$ cat config.mk
export PLATFORM = sky130hd
export DESIGN_NAME = pcs_64b66b_encoder
export DESIGN_NICKNAME = d
export VERILOG_FILES = /design/src/rtl/pcs_64b66b_pkg.sv /design/src/rtl/pcs_scrambler_58.sv /design/src/rtl/pcs_64b66b_encoder.sv
export SDC_FILE = /design/constraint.sdc
export NUM_CORES = 1
export LEC_CHECK = 0
export CAP_MARGIN = 15
export CORE_MARGIN = 3
export CORE_UTILIZATION = 49
export DETAILED_ROUTE_END_ITERATION = 6
export PLACE_DENSITY_LB_ADDON = 0.08
export SKIP_CTS_REPAIR_TIMING = 1
export SLEW_MARGIN = 20
export SYNTH_ARGS = -nofsm -noshare
export SYNTH_HDL_FRONTEND = slang
export SYNTH_SLANG_ARGS = --single-unit
$ cat constraint.sdc
create_clock -name clk -period 3.7 [get_ports clk]
set_clock_uncertainty 0.2 [all_clocks]
set_input_delay 1.11 -clock clk [delete_from_list [all_inputs] [get_ports clk]]
set_output_delay 1.11 -clock clk [all_outputs]
set_load 0.03 [all_outputs]
$ cat src/rtl/pcs_64b66b_pkg.sv
// Shared constants and types for the 64b/66b transmit encoder: sync headers,
// block type bytes, 7-bit control codes, block classes and TX FSM states.
package pcs_64b66b_pkg;

  localparam logic [1:0] SYNC_DATA = 2'b01;
  localparam logic [1:0] SYNC_CTRL = 2'b10;

  localparam logic [7:0] BT_C  = 8'h1E;
  localparam logic [7:0] BT_S0 = 8'h78;
  localparam logic [7:0] BT_S4 = 8'h33;
  localparam logic [7:0] BT_T0 = 8'h87;
  localparam logic [7:0] BT_T1 = 8'h99;
  localparam logic [7:0] BT_T2 = 8'hAA;
  localparam logic [7:0] BT_T3 = 8'hB4;
  localparam logic [7:0] BT_T4 = 8'hCC;
  localparam logic [7:0] BT_T5 = 8'hD2;
  localparam logic [7:0] BT_T6 = 8'hE1;
  localparam logic [7:0] BT_T7 = 8'hFF;

  localparam logic [6:0] CC_IDLE  = 7'h00;
  localparam logic [6:0] CC_ERROR = 7'h1E;

  // Error block payload: control type followed by eight error codes.
  localparam logic [63:0] EBLOCK_PAYLOAD = {{8{CC_ERROR}}, BT_C};

  typedef enum logic [2:0] {BLK_C, BLK_S, BLK_D, BLK_T, BLK_E} blk_class_e;

  typedef enum logic [2:0] {TX_INIT, TX_C, TX_D, TX_T, TX_E} tx_state_e;

  function automatic logic [7:0] bt_term(input logic [2:0] k);
    case (k)
      3'd0:    return BT_T0;
      3'd1:    return BT_T1;
      3'd2:    return BT_T2;
      3'd3:    return BT_T3;
      3'd4:    return BT_T4;
      3'd5:    return BT_T5;
      3'd6:    return BT_T6;
      default: return BT_T7;
    endcase
  endfunction

endpackage

$ cat src/rtl/pcs_scrambler_58.sv
// Self-synchronous x^58+x^39+1 payload scrambler, bit 0 first; state advances
// only when i_en is high. Used by the encoder under PCS_SCRAMBLER_EN.
module pcs_scrambler_58 (
  input  logic        clk,
  input  logic        i_rst,
  input  logic        i_en,
  input  logic [63:0] i_data,
  output logic [63:0] o_data
);

  logic [57:0] state_q;
  logic [57:0] state_d;
  logic [63:0] scr;

  // NOTE: blocking assignments here model the bit-serial recurrence; each
  // iteration must see the state updated by the previous one.
  always_comb begin
    state_d = state_q;
    scr     = '0;
    for (int i = 0; i < 64; i++) begin
      scr[i]  = i_data[i] ^ state_d[38] ^ state_d[57];
      state_d = {state_d[56:0], scr[i]};
    end
  end

  assign o_data = scr;

  always_ff @(posedge clk or posedge i_rst) begin
    if (i_rst)     state_q <= '1;
    else if (i_en) state_q <= state_d;
  end

endmodule

$ cat src/rtl/pcs_64b66b_encoder.sv
// 64b/66b transmit encoder: classifies XGMII words, runs the TX block-sequence
// FSM, substitutes error blocks. Define PCS_SCRAMBLER_EN to scramble payload.
module pcs_64b66b_encoder
  import pcs_64b66b_pkg::*;
#(
  parameter int          DATA_WIDTH     = 64,
  parameter int          CTRL_WIDTH     = DATA_WIDTH / 8,
  parameter logic [7:0]  IDLE_CODE      = 8'h07,
  parameter logic [7:0]  START_CODE     = 8'hFB,
  parameter logic [7:0]  TERMINATE_CODE = 8'hFD,
  parameter logic [7:0]  ERROR_CODE     = 8'hFE,
  parameter int          ERR_CNT_WIDTH  = 16
) (
  input  logic                     clk,
  input  logic                     i_rst,
  input  logic                     i_valid,
  input  logic [DATA_WIDTH-1:0]    i_tx_data,
  input  logic [CTRL_WIDTH-1:0]    i_tx_ctrl,
  output logic                     o_valid,
  output logic [DATA_WIDTH+1:0]    o_block,
  output logic                     o_enc_err,
  output logic [ERR_CNT_WIDTH-1:0] o_err_cnt
);

  logic [7:0]      ctl_ok;
  logic [7:0][6:0] code7;
  logic [7:0]      term_ok;
  blk_class_e      cls;
  logic [63:0]     blk_payload;
  logic            legal;
  tx_state_e       state;
  tx_state_e       state_next;
  logic [63:0]     enc_payload;
  logic [63:0]     out_payload;

  // Per-lane control character legality and its 7-bit code.
  always_comb begin
    for (int i = 0; i < 8; i++) begin
      ctl_ok[i] = i_tx_ctrl[i] && (i_tx_data[8*i +: 8] == IDLE_CODE ||
                                   i_tx_data[8*i +: 8] == ERROR_CODE);
      code7[i]  = (i_tx_data[8*i +: 8] == ERROR_CODE) ? CC_ERROR : CC_IDLE;
    end
  end

  // Terminate in lane k: control from lane k upward, idle/error after k.
  always_comb begin
    for (int k = 0; k < 8; k++) begin
      term_ok[k] = (i_tx_ctrl == (8'hFF << k)) &&
                   (i_tx_data[8*k +: 8] == TERMINATE_CODE);
      for (int j = 0; j < 8; j++)
        if (j > k) term_ok[k] = term_ok[k] & ctl_ok[j];
    end
  end

  // NOTE: every always_comb output gets a default first so no path infers a latch.
  always_comb begin
    cls         = BLK_E;
    blk_payload = '0;
    if (i_tx_ctrl == 8'h00) begin
      cls         = BLK_D;
      blk_payload = i_tx_data;
    end else if (i_tx_ctrl == 8'hFF && &ctl_ok) begin
      cls         = BLK_C;
      blk_payload = {code7, BT_C};
    end else if (i_tx_ctrl == 8'h01 && i_tx_data[7:0] == START_CODE) begin
      cls         = BLK_S;
      blk_payload = {i_tx_data[63:8], BT_S0};
    end else if (i_tx_ctrl == 8'h1F && &ctl_ok[3:0] &&
                 i_tx_data[39:32] == START_CODE) begin
      cls         = BLK_S;
      blk_payload = {i_tx_data[63:40], 4'b0, code7[3], code7[2], code7[1],
                     code7[0], BT_S4};
    end else begin
      for (int k = 0; k < 8; k++) begin
        if (term_ok[k]) begin
          cls              = BLK_T;
          blk_payload[7:0] = bt_term(3'(k));
          for (int i = 0; i < 8; i++) begin
            if (i < k) blk_payload[8+8*i +: 8] = i_tx_data[8*i +: 8];
            if (i > k) blk_payload[8+7*i +: 7] = code7[i];
          end
        end
      end
    end
  end

  always_comb begin
    legal      = 1'b1;
    state_next = TX_E;
    case (state)
      TX_D: begin
        case (cls)
          BLK_D:   state_next = TX_D;
          BLK_T:   state_next = TX_T;
          default: legal      = 1'b0;
        endcase
      end
      TX_E: begin
        case (cls)
          BLK_C:        state_next = TX_C;
          BLK_S, BLK_D: state_next = TX_D;
          BLK_T:        state_next = TX_T;
          default:      legal      = 1'b0;
        endcase
      end
      default: begin
        case (cls)
          BLK_C:   state_next = TX_C;
          BLK_S:   state_next = TX_D;
          default: legal      = 1'b0;
        endcase
      end
    endcase
  end

  assign enc_payload = legal ? blk_payload : EBLOCK_PAYLOAD;

`ifdef PCS_SCRAMBLER_EN
  pcs_scrambler_58 u_scrambler (
    .clk    (clk),
    .i_rst  (i_rst),
    .i_en   (i_valid),
    .i_data (enc_payload),
    .o_data (out_payload)
  );
`else
  assign out_payload = enc_payload;
`endif

  always_ff @(posedge clk or posedge i_rst) begin
    if (i_rst) begin
      state     <= TX_INIT;
      o_valid   <= 1'b0;
      o_block   <= '0;
      o_enc_err <= 1'b0;
      o_err_cnt <= '0;
    end else begin
      o_valid   <= i_valid;
      o_enc_err <= 1'b0;
      if (i_valid) begin
        state     <= state_next;
        o_block   <= {out_payload, (legal && cls == BLK_D) ? SYNC_DATA : SYNC_CTRL};
        o_enc_err <= ~legal;
        if (!legal && !(&o_err_cnt)) o_err_cnt <= o_err_cnt + ERR_CNT_WIDTH'(1);
      end
    end
  end

endmodule
[Word-level counts from Yosys, hierarchy flattened]
Cells that the tools add are included.
W data, S select, Z words.
Operators by class
  equal/unequal tests: 41
  bitwise logic cells: 29
  add/sub/neg operators: 1
  multiplexer cells: 58
  reductions and logical operators: 42
Operators with widths (number)
  $mux W64: 6
  $mux W42: 5
  $eq A8 B8 Y1 const B: 26
  $mux W35: 5
  $eq A8 B3 Y1 const B: 8
  $mux W56: 1
  $mux W48: 1
  $mux W47: 1
  $mux W40: 1
  $mux W5: 8
  $mux W3: 12
  $mux W32: 1
  $and A1 B1 Y1: 28
  $mux W28: 1
  $mux W24: 1
  $logic_and A1 B1 Y1: 22
  $mux W21: 1
  $pmux W3 S2: 3
  $add A16 B1 Y16 const B: 1
  $mux W16: 1
  $reduce_and A16 Y1: 1
  $mux W14: 1
  $eq A3 B2 Y1 const B: 3
  $pmux W3 S3: 1
  other kinds (19): 32
Word-level totals
  bits in registers: 87
  logic and storage cells: 176
  output and inout port bits: 84

[Depth between registers and ports, before layout]
Gate-level depths: netlist of run 1.
  depth after elaboration: 31
  gate-level depth with buffers: 12
  gate-level depth less buffers: 9

[Least setup slack after synthesis of run 1]
No wires, ideal clock.
  path kind: input -> register
  from: input i_tx_data[19]
  to: register o_block[46]
  path buffers: 1
  stages: 10
  arrival time: 3.320 ns
  library setup time: 0.132 ns
  slack: 0.048 ns
  data required time: 3.368 ns
  cell sequence: or4b_1 nor4_2 o22ai_1 nor3_2 a21oi_1 nand2_1 buf_2 nand2_1 o22ai_1 nor2_1
Between the ends
  cells in the longest elaborated chain, start to end: 30
  elaborated cells between the ends (all ways): 72
  classes of those cells: eq/ne (6); mux (37); bitwise (17); reduce/logical (12)
RTL lines
  from (decl): line pcs_64b66b_encoder.sv:17  | input logic [DATA_WIDTH-1:0] i_tx_data,
  $eq A8 B3 Y1 or $eq A8 B8 Y1 (tied branches): line pcs_64b66b_encoder.sv:39, pcs_64b66b_encoder.sv:40
  $logic_or A1 B1 Y1: line pcs_64b66b_encoder.sv:39  | ctl_ok[i] = i_tx_ctrl[i] && (i_tx_data[8*i +: 8] == IDLE_CODE ||
  $logic_and A1 B1 Y1: line pcs_64b66b_encoder.sv:39
  $and A1 B1 Y1 (6 in series): line pcs_64b66b_encoder.sv:51  | if (j > k) term_ok[k] = term_ok[k] & ctl_ok[j];
  $mux W47: line pcs_64b66b_encoder.sv:75  | if (term_ok[k]) begin
  $mux W42: line pcs_64b66b_encoder.sv:75
  $mux W42 (4 in series)
  $mux W35: line pcs_64b66b_encoder.sv:75
  [... 6 more ...]
  $mux W48: line pcs_64b66b_encoder.sv:75
  $mux W56: line pcs_64b66b_encoder.sv:75
  $mux W64: line pcs_64b66b_encoder.sv:75
  $mux W64: line pcs_64b66b_encoder.sv:68  | end else if (i_tx_ctrl == 8'h1F && &ctl_ok[3:0] &&
  $mux W64: line pcs_64b66b_encoder.sv:65  | end else if (i_tx_ctrl == 8'h01 && i_tx_data[7:0] == START_CODE) begin
  $mux W64: line pcs_64b66b_encoder.sv:62  | end else if (i_tx_ctrl == 8'hFF && &ctl_ok) begin
  $mux W64: line pcs_64b66b_encoder.sv:59  | if (i_tx_ctrl == 8'h00) begin
  $mux W64 *: line pcs_64b66b_encoder.sv:116  | assign enc_payload = legal ? blk_payload : EBLOCK_PAYLOAD;
  to (signal assigned): line pcs_64b66b_encoder.sv:142  | o_block <= {out_payload, (legal && cls == BLK_D) ? SYNC_DATA : SYNC_CTRL};
  to (decl): line pcs_64b66b_encoder.sv:20  | output logic [DATA_WIDTH+1:0] o_block,
Mark *: on every way between the ends. The rest lies on a longest branch, timed or not. The select of a mux whose other input is x is not followed.
A chain may end at the register's enable or synchronous reset.

[Worst setup path after layout of run 1]
  from: input i_tx_ctrl[2]
  to: register o_block[17]
Between the ends
  cells in the longest elaborated chain, start to end: 26
  elaborated cells between the ends (all ways): 90
  classes of those cells: eq/ne (13); mux (29); bitwise (28); reduce/logical (20)
RTL lines
  from (decl): line pcs_64b66b_encoder.sv:18  | input logic [CTRL_WIDTH-1:0] i_tx_ctrl,
  $eq A8 B8 Y1: line pcs_64b66b_encoder.sv:48, pcs_64b66b_encoder.sv:62
  $logic_and A1 B1 Y1: line pcs_64b66b_encoder.sv:48  | term_ok[k] = (i_tx_ctrl == (8'hFF << k)) &&
  $and A1 B1 Y1 (7 in series): line pcs_64b66b_encoder.sv:51
  $mux W3 (8 in series): line pcs_64b66b_encoder.sv:75
  $mux W3: line pcs_64b66b_encoder.sv:68
  $mux W3: line pcs_64b66b_encoder.sv:65
  $mux W3: line pcs_64b66b_encoder.sv:62
  $mux W3: line pcs_64b66b_encoder.sv:59
  $eq A3 B2 Y1 (tied with other cells): line pcs_64b66b_encoder.sv:92, pcs_64b66b_encoder.sv:99
  $reduce_or A4 Y1 (no source line) or $reduce_or A2 Y1 (tied branches)
  $mux W1 (on tied branches): line pcs_64b66b_encoder.sv:99, pcs_64b66b_encoder.sv:92, pcs_64b66b_encoder.sv:107
  $pmux W1 S2: line pcs_64b66b_encoder.sv:90  | case (state)
  $mux W64 *: line pcs_64b66b_encoder.sv:116
Mark *: on every way between the ends. The rest lies on a longest branch, timed or not.

==> results of run 1 <==
[cell usage in the layout, fill, tap and decap left out, types with 7 or more instances in the layout]
master | synthesis | layout
nand2_1 | 60 | 55
o21ai_2 | 2 | 7
nor3_1 | 27 | 14
dfrtp_1 | 87 | 87
a22oi_1 | 21 | 19
buf_6 | 5 | 14
nor4_4 | 2 | 7
a21oi_1 | 32 | 13
nor2_1 | 61 | 59
inv_1 | 33 | 32
nand4_1 | 15 | 15
nand3_2 | 0 | 18
o21ai_1 | 18 | 13
o22ai_1 | 15 | 12
a21oi_2 | 2 | 19
nand3_1 | 38 | 19
o21ai_0 | 14 | 12
dlymetal6s2s_1 | 0 | 42
nor4_1 | 15 | 8
a22o_1 | 20 | 20
xor2_1 | 13 | 13
clkdlybuf4s50_1 | 0 | 112
nor3_4 | 1 | 12
a31oi_1 | 11 | 10
nor3_2 | 5 | 7
buf_4 | 0 | 211
clkbuf_16 | 0 | 11
[kinds of logic (layout without fill, tap and decap cells)]
logic type               count (synthesis)  after routing  synth area share
AO/OA/AOI/OAI                          195            195             0.247
flip-flops                              87             87             0.377
XOR/XNOR                                15             15            0.0228
AND/OR/NAND/NOR                        299            299             0.290
adder cells (fa/ha/maj)                  1              1           0.00217
buffers and inverters                   66            440            0.0505
multiplexers                             5              5           0.00975
[report_power, final]
group / total, mW / switching (mW) / internal, mW / leakage (nW)
sequential: 1.28 / 0.155 / 1.12 / 1.03
clock: 1.13 / 0.460 / 0.669 / 0.168
combinational: 1.92 / 1.07 / 0.850 / 3.48
total: 4.33 / 1.68 / 2.64 / 4.67
[synthesized netlist by cell type, types with 5 or more instances]
cell type | n | share of area
nor3_2 | 5 | 0.0087
inv_1 | 33 | 0.021
o21bai_1 | 6 | 0.0078
o22a_1 | 5 | 0.0076
clkbuf_1 | 21 | 0.014
and2_1 | 7 | 0.0076
nand3_1 | 38 | 0.033
nor2_1 | 61 | 0.040
o211a_1 | 5 | 0.0087
nor4b_1 | 7 | 0.011
nor3_1 | 27 | 0.023
buf_6 | 5 | 0.0098
or3_1 | 5 | 0.0054
and3_1 | 7 | 0.0076
o21ai_0 | 14 | 0.012
a2111oi_0 | 5 | 0.0076
buf_2 | 5 | 0.0043
nor4_1 | 15 | 0.016
o21a_1 | 7 | 0.0091
o21ai_1 | 18 | 0.016
a22oi_1 | 21 | 0.027
o2111ai_1 | 6 | 0.0091
nand4_1 | 15 | 0.016
a31oi_1 | 11 | 0.012
xor2_1 | 13 | 0.020
o22ai_1 | 15 | 0.016
a21oi_1 | 32 | 0.028
a22o_1 | 20 | 0.030
dfrtp_1 | 87 | 0.38
nand2_1 | 60 | 0.039
nor2b_1 | 6 | 0.0065
[metal layers]
| metal | part of all wire | vias to the layer above |
|---|---|---|
| li1 | - | 3272 |
| met1 | 0.35 | 3900 |
| met2 | 0.46 | 859 |
| met3 | 0.12 | 233 |
| met4 | 0.072 | 2 |
| met5 | 0.00022 | - |
[state kept, by name, summed over array words and instances (netlist names)]
register	cells
o_block	66
o_enc_err	1
o_err_cnt	16
o_valid	1
state	3
[worst max path at each step]
stage | from | to | slack [ns] | cells after the start
detailed placement | i_tx_ctrl[2] | o_block[46] | -0.73 | 13
CTS | i_tx_ctrl[3] | o_block[46] | -0.37 | 13
global placement | i_tx_data[27] | o_block[47] | -0.62 | 12
floorplan | i_tx_data[19] | o_block[46] | 0.05 | 10
finish | i_tx_ctrl[2] | o_block[17] | -0.27 | 13
global route | i_tx_data[36] | o_block[59] | -0.39 | 13
[cell type report]
| cell class | count | area (um^2) | share of cell area |
|---|---|---|---|
| inverter | 33 | 125 | 0.0119 |
| clock inverter | 7 | 126 | 0.0121 |
| timing repair buffer | 391 | 3590 | 0.343 |
| multi-input combinational | 515 | 4050 | 0.387 |
| sequential | 87 | 2180 | 0.208 |
| clock buffer | 9 | 225 | 0.0215 |
| tap | 143 | 179 | 0.0171 |
[metrics by stage]
stage               area, um^2  utilization
finish                   10500        0.913
global route             10500        0.913
CTS                       9310        0.812
detailed placement        8960        0.781
global placement          8960        0.781
floorplan                 5770            -
==> results.yml, run 1 <==
global_routing:
  grt_busiest_layer: "met2"
  use_met1: 0.496
  gr-usage-met3: 0.0729
  antenna_found_initial: 1
  use_met2: 0.582
  grt_pass1_vias: 7114
  grt_pass1_wl_mm: 37.9
  gr-total-overflow: 0
  grt_max_degree: 55
  grt_usage: 0.370
pwr:
  p_total_mw: 4.33
  p_leak_nw: 4.67
  irDropWorstVdd_mv: 0.533
  p_per_area_nw_per_um2: 413
timing:
  setup_ws_ns: -0.272
  maxSlewViolCount: 0
  period_share: 1.07
  max_freq_mhz: 252
  rsz0062_at_grt: "yes"
  tns_ns: -8.78
  hold_violations: 0
  tightest_slew_ns: 1.39
  max-slew-margin-rel: 0.0710
  fin_crit_ns: 3.97
  whs_ns: 0.311
  setup_violations: 76
setup_path:
  critPathRequiredTime_ns: 3.77
  worst_setup_path_end_kind: "register"
  crit_path_max_incr_delay_ns: 0.42
  path_delay_family: "simple AND/OR/NAND/NOR gates"
  critPathMaxFanout: 5
  cp.buffers_inverters: 5
  cp_slowest_cell: "a21oi_1"
  crit_top_cell: "buf_4"
  cp_cell_sequence: "dlymetal6s2s_1 > buf_4 > or3_4 > buf_4 > or2_1 > buf_4 > nor4_2 > nand4b_1 > buf_4 > a21oi_1 > or3b_2 > a22oi_1 > o22ai_1"
  arrival_ns: 4.04
  critPathKind: "in2reg"
  crit_path_start_kind: "primary input"
  rr_worst_depth: 7
  rr_endpoint: "o_err_cnt[1]"
  r2r_slack_ns: 0.05
  reg2reg_from: "o_err_cnt[2]"
run_status:
  violations: "negative setup slack"
  outcome: "complete, but fails checks"
cells_and_area:
  final_nets: 1113
  syn_to_final_growth_pct: 81.5
  fin_cells: 1185
  n_fill_cell: 461
  final_layout_size_suffix_gt1_frac: 0.385
  num_antenna_cells: 0
floorplanning:
  core-area_um2: 11500
  rows: 39
  die_x_um: 115
  die_h_um: 115
  initial_core_util: 0.503
  io_pins: 159
  dieArea_um2: 13100
detailed_routing:
  drc: 0
  drt_iter0_drc: 1280
  ant_nets: 0
  via_per_inst: 6.98
  dr.pass1.iters: 7
  wl_per_cell_um: 26.7
  dr_total_vias: 8266
  routed_wl_mm: 31.6
job:
  cap_violations: 0
cts:
  cts_buffers: 9
  cts_buffer_depth: 2
  cts_tree: "built"
  htreeDepth: 3
  insertion_delay_ns: 0.37
  cts-root-buf: "clkbuf_16"
  cts.sinks: 87
  clkTransAtPathRegs_ns: 0.07
logic_synthesis:
  async_reset_ff_frac: 1.00
  synthCells: 668
  syn-mean-instance-area_um2: 8.64
  synth_seq_area_share: 0.377
  ys.flop_type: "dfrtp_1"
  yosysUniqueCellTypes: 81
  netlist_area_um2: 5770
  ys_warn_count: 0
  ys_ff_latch: 87
  synth_edf_count: 0
  synth_nets: 744
min_path:
  hp-start: "o_block[42]"
  min_to: "o_block[42]"
  hold_depth: 1
  hp-class: "reg2reg"
placed_design:
  hpwl_mm: 18.9
  place_inst: 1142
  place_worst_setup_slack_ns: -0.729
  gp_congestion: 0.986
  portBuffers: 158
No activity file was read; power rests on OpenSTA's default activity.
==> inputs of run 2 (changes only) <==
--- a/config.mk
+++ b/config.mk
@@ -7,7 +7,8 @@
 export LEC_CHECK = 0
 export CAP_MARGIN = 15
 export CORE_MARGIN = 3
-export CORE_UTILIZATION = 49
+export CORE_UTILIZATION = 50
+export CTS_BUF_LIST = sky130_fd_sc_hd__clkbuf_8
 export DETAILED_ROUTE_END_ITERATION = 6
 export PLACE_DENSITY_LB_ADDON = 0.08
 export SKIP_CTS_REPAIR_TIMING = 1
==> results.yml, run 2 (synthesis gave the netlist of run 1 again) <==
run_status:
  outcome: "complete, but fails checks"
  violations: "design-rule violations, negative setup slack"
global_routing:
  use_met2: 0.611
  grt_busiest_layer: "met2"
  grt_pass1_wl_mm: 37.8
  grt_pass1_vias: 7092
  gr-usage-met3: 0.0706
  grt_usage: 0.375
  use_met1: 0.503
  gr-total-overflow: 0
  antenna_found_initial: 0
  grt_max_degree: 60
cts:
  clkTransAtPathRegs_ns: 0.11
  cts_buffers: 9
  cts-root-buf: "clkbuf_8"
  cts_buffer_depth: 2
  insertion_delay_ns: 0.41
  cts.sinks: 87
  cts_tree: "built"
  htreeDepth: 3
detailed_routing:
  drt_iter0_drc: 1378
  via_per_inst: 7.11
  drc: 1
  dr.pass1.iters: 7
  wl_per_cell_um: 26.9
  dr_total_vias: 8359
  routed_wl_mm: 31.6
  ant_nets: 0
cells_and_area:
  final_nets: 1107
  regMostFlops: "o_block"
  final_layout_size_suffix_gt1_frac: 0.361
  syn_to_final_growth_pct: 77.7
  design_area_um2: 10300
  largest_register_ffs: 66
  num_antenna_cells: 0
  largestRegisters: "o_block (66), o_err_cnt (16), state (3)"
  layout_commonest_cell: "buf_4"
  most-common-layout-cells: "208 x buf_4, 102 x clkdlybuf4s50_1, 87 x dfrtp_1"
timing:
  period_share: 1.06
  hold_violations: 0
  rsz0062_at_grt: "yes"
  tightest_slew_ns: 1.42
  whs_ns: 0.306
  maxSlewViolCount: 0
  max_freq_mhz: 256
  setup_violations: 65
  setup_ws_ns: -0.205
  max-slew-margin-rel: 0.0519
  fin_crit_ns: 3.90
  tns_ns: -5.95
setup_path:
  arrival_ns: 3.98
  critPathKind: "in2reg"
  r2r_slack_ns: 0.30
  crit_path_start_kind: "primary input"
  critPathRequiredTime_ns: 3.77
  worst_setup_path_end_kind: "register"
  critPathMaxFanout: 8
pwr:
  combPwrFrac: 0.467
  switching_share: 0.411
  p_int_mw: 2.42
  irDropWorstVdd_mv: 0.403
  p_total_mw: 4.10
  clkPwrFrac: 0.219
  p_seq_frac: 0.314
  netSwitchingPower_mw: 1.68
  p_leak_nw: 4.68
  p_per_area_nw_per_um2: 400
min_path:
  hp-class: "reg2reg"
floorplanning:
  initial_core_util: 0.521
  dieArea_um2: 12900
  rows: 38
  die_x_um: 113
  core-area_um2: 11100
  io_pins: 159
  die_h_um: 113
job:
  cap_violations: 0
placed_design:
  gp_congestion: 1.03
  post_dp_cell_area_um2: 8880
  portBuffers: 158
  hpwl_mm: 19.0
[run 2: routing by layer]
metal	share of wire	up-vias
met2	0.45	913
li1	-	3250
met5	0.0014	-
met3	0.13	307
met4	0.085	2
met1	0.33	3887
[run 2: stage by stage]
stage	util	instances	setup WS, ns
4_1_cts	0.824	1148	-0.478
3_3_place_gp	0.801	1132	-0.728
2_1_floorplan	-	668	0.0480
6_report	0.926	1176	-0.205
3_5_place_dp	0.801	1132	-0.783
5_1_grt	0.926	1176	-0.164
[run 2: area by class of cell]
cell class / instances / area [um^2]
multi-input cells: 516 / 3980
repair buffers: 384 / 3540
flip-flops and latches: 87 / 2180
fillers: 390 / 825
well taps: 140 / 175
clock inverters: 7 / 126
inverters: 33 / 125
clock buffers: 9 / 124
[run 2: path summary, 6_finish.rpt]
check	depth (start not counted)	endpoint	startpoint
hold reg to reg	1	o_err_cnt[6]	o_err_cnt[6]
max in group asynchronous	3	o_block[28]	i_rst
min in group asynchronous	2	o_block[31]	i_rst
setup / recovery	12	o_block[34]	i_tx_data[31]
setup reg to reg	7	o_err_cnt[11]	o_err_cnt[2]
hold / removal	1	o_err_cnt[6]	o_err_cnt[6]
[run 2: worst max-delay path: stages]
cell and delay, ns:
clkdlybuf4s50_1 0.51, nand2_1 0.15, nor4_1 0.47, o22ai_2 0.25, nor3_2 0.22, buf_4 0.18, o31ai_1 0.17, a31oi_4 0.23
o31ai_4 0.20, buf_6 0.20, nor2_4 0.17, a21oi_2 0.10
[run 2: power by group through the flow]
stage / sequential [mW] / combinational (mW) / clock (mW)
finish: 1.29 / 1.92 / 0.897
global route: 1.30 / 1.97 / 0.921
CTS: 1.26 / 1.50 / 0.860
detailed placement: 1.27 / 1.48 / 0
global placement: 1.26 / 1.44 / 0
floorplan: 1.57 / 0.457 / 0
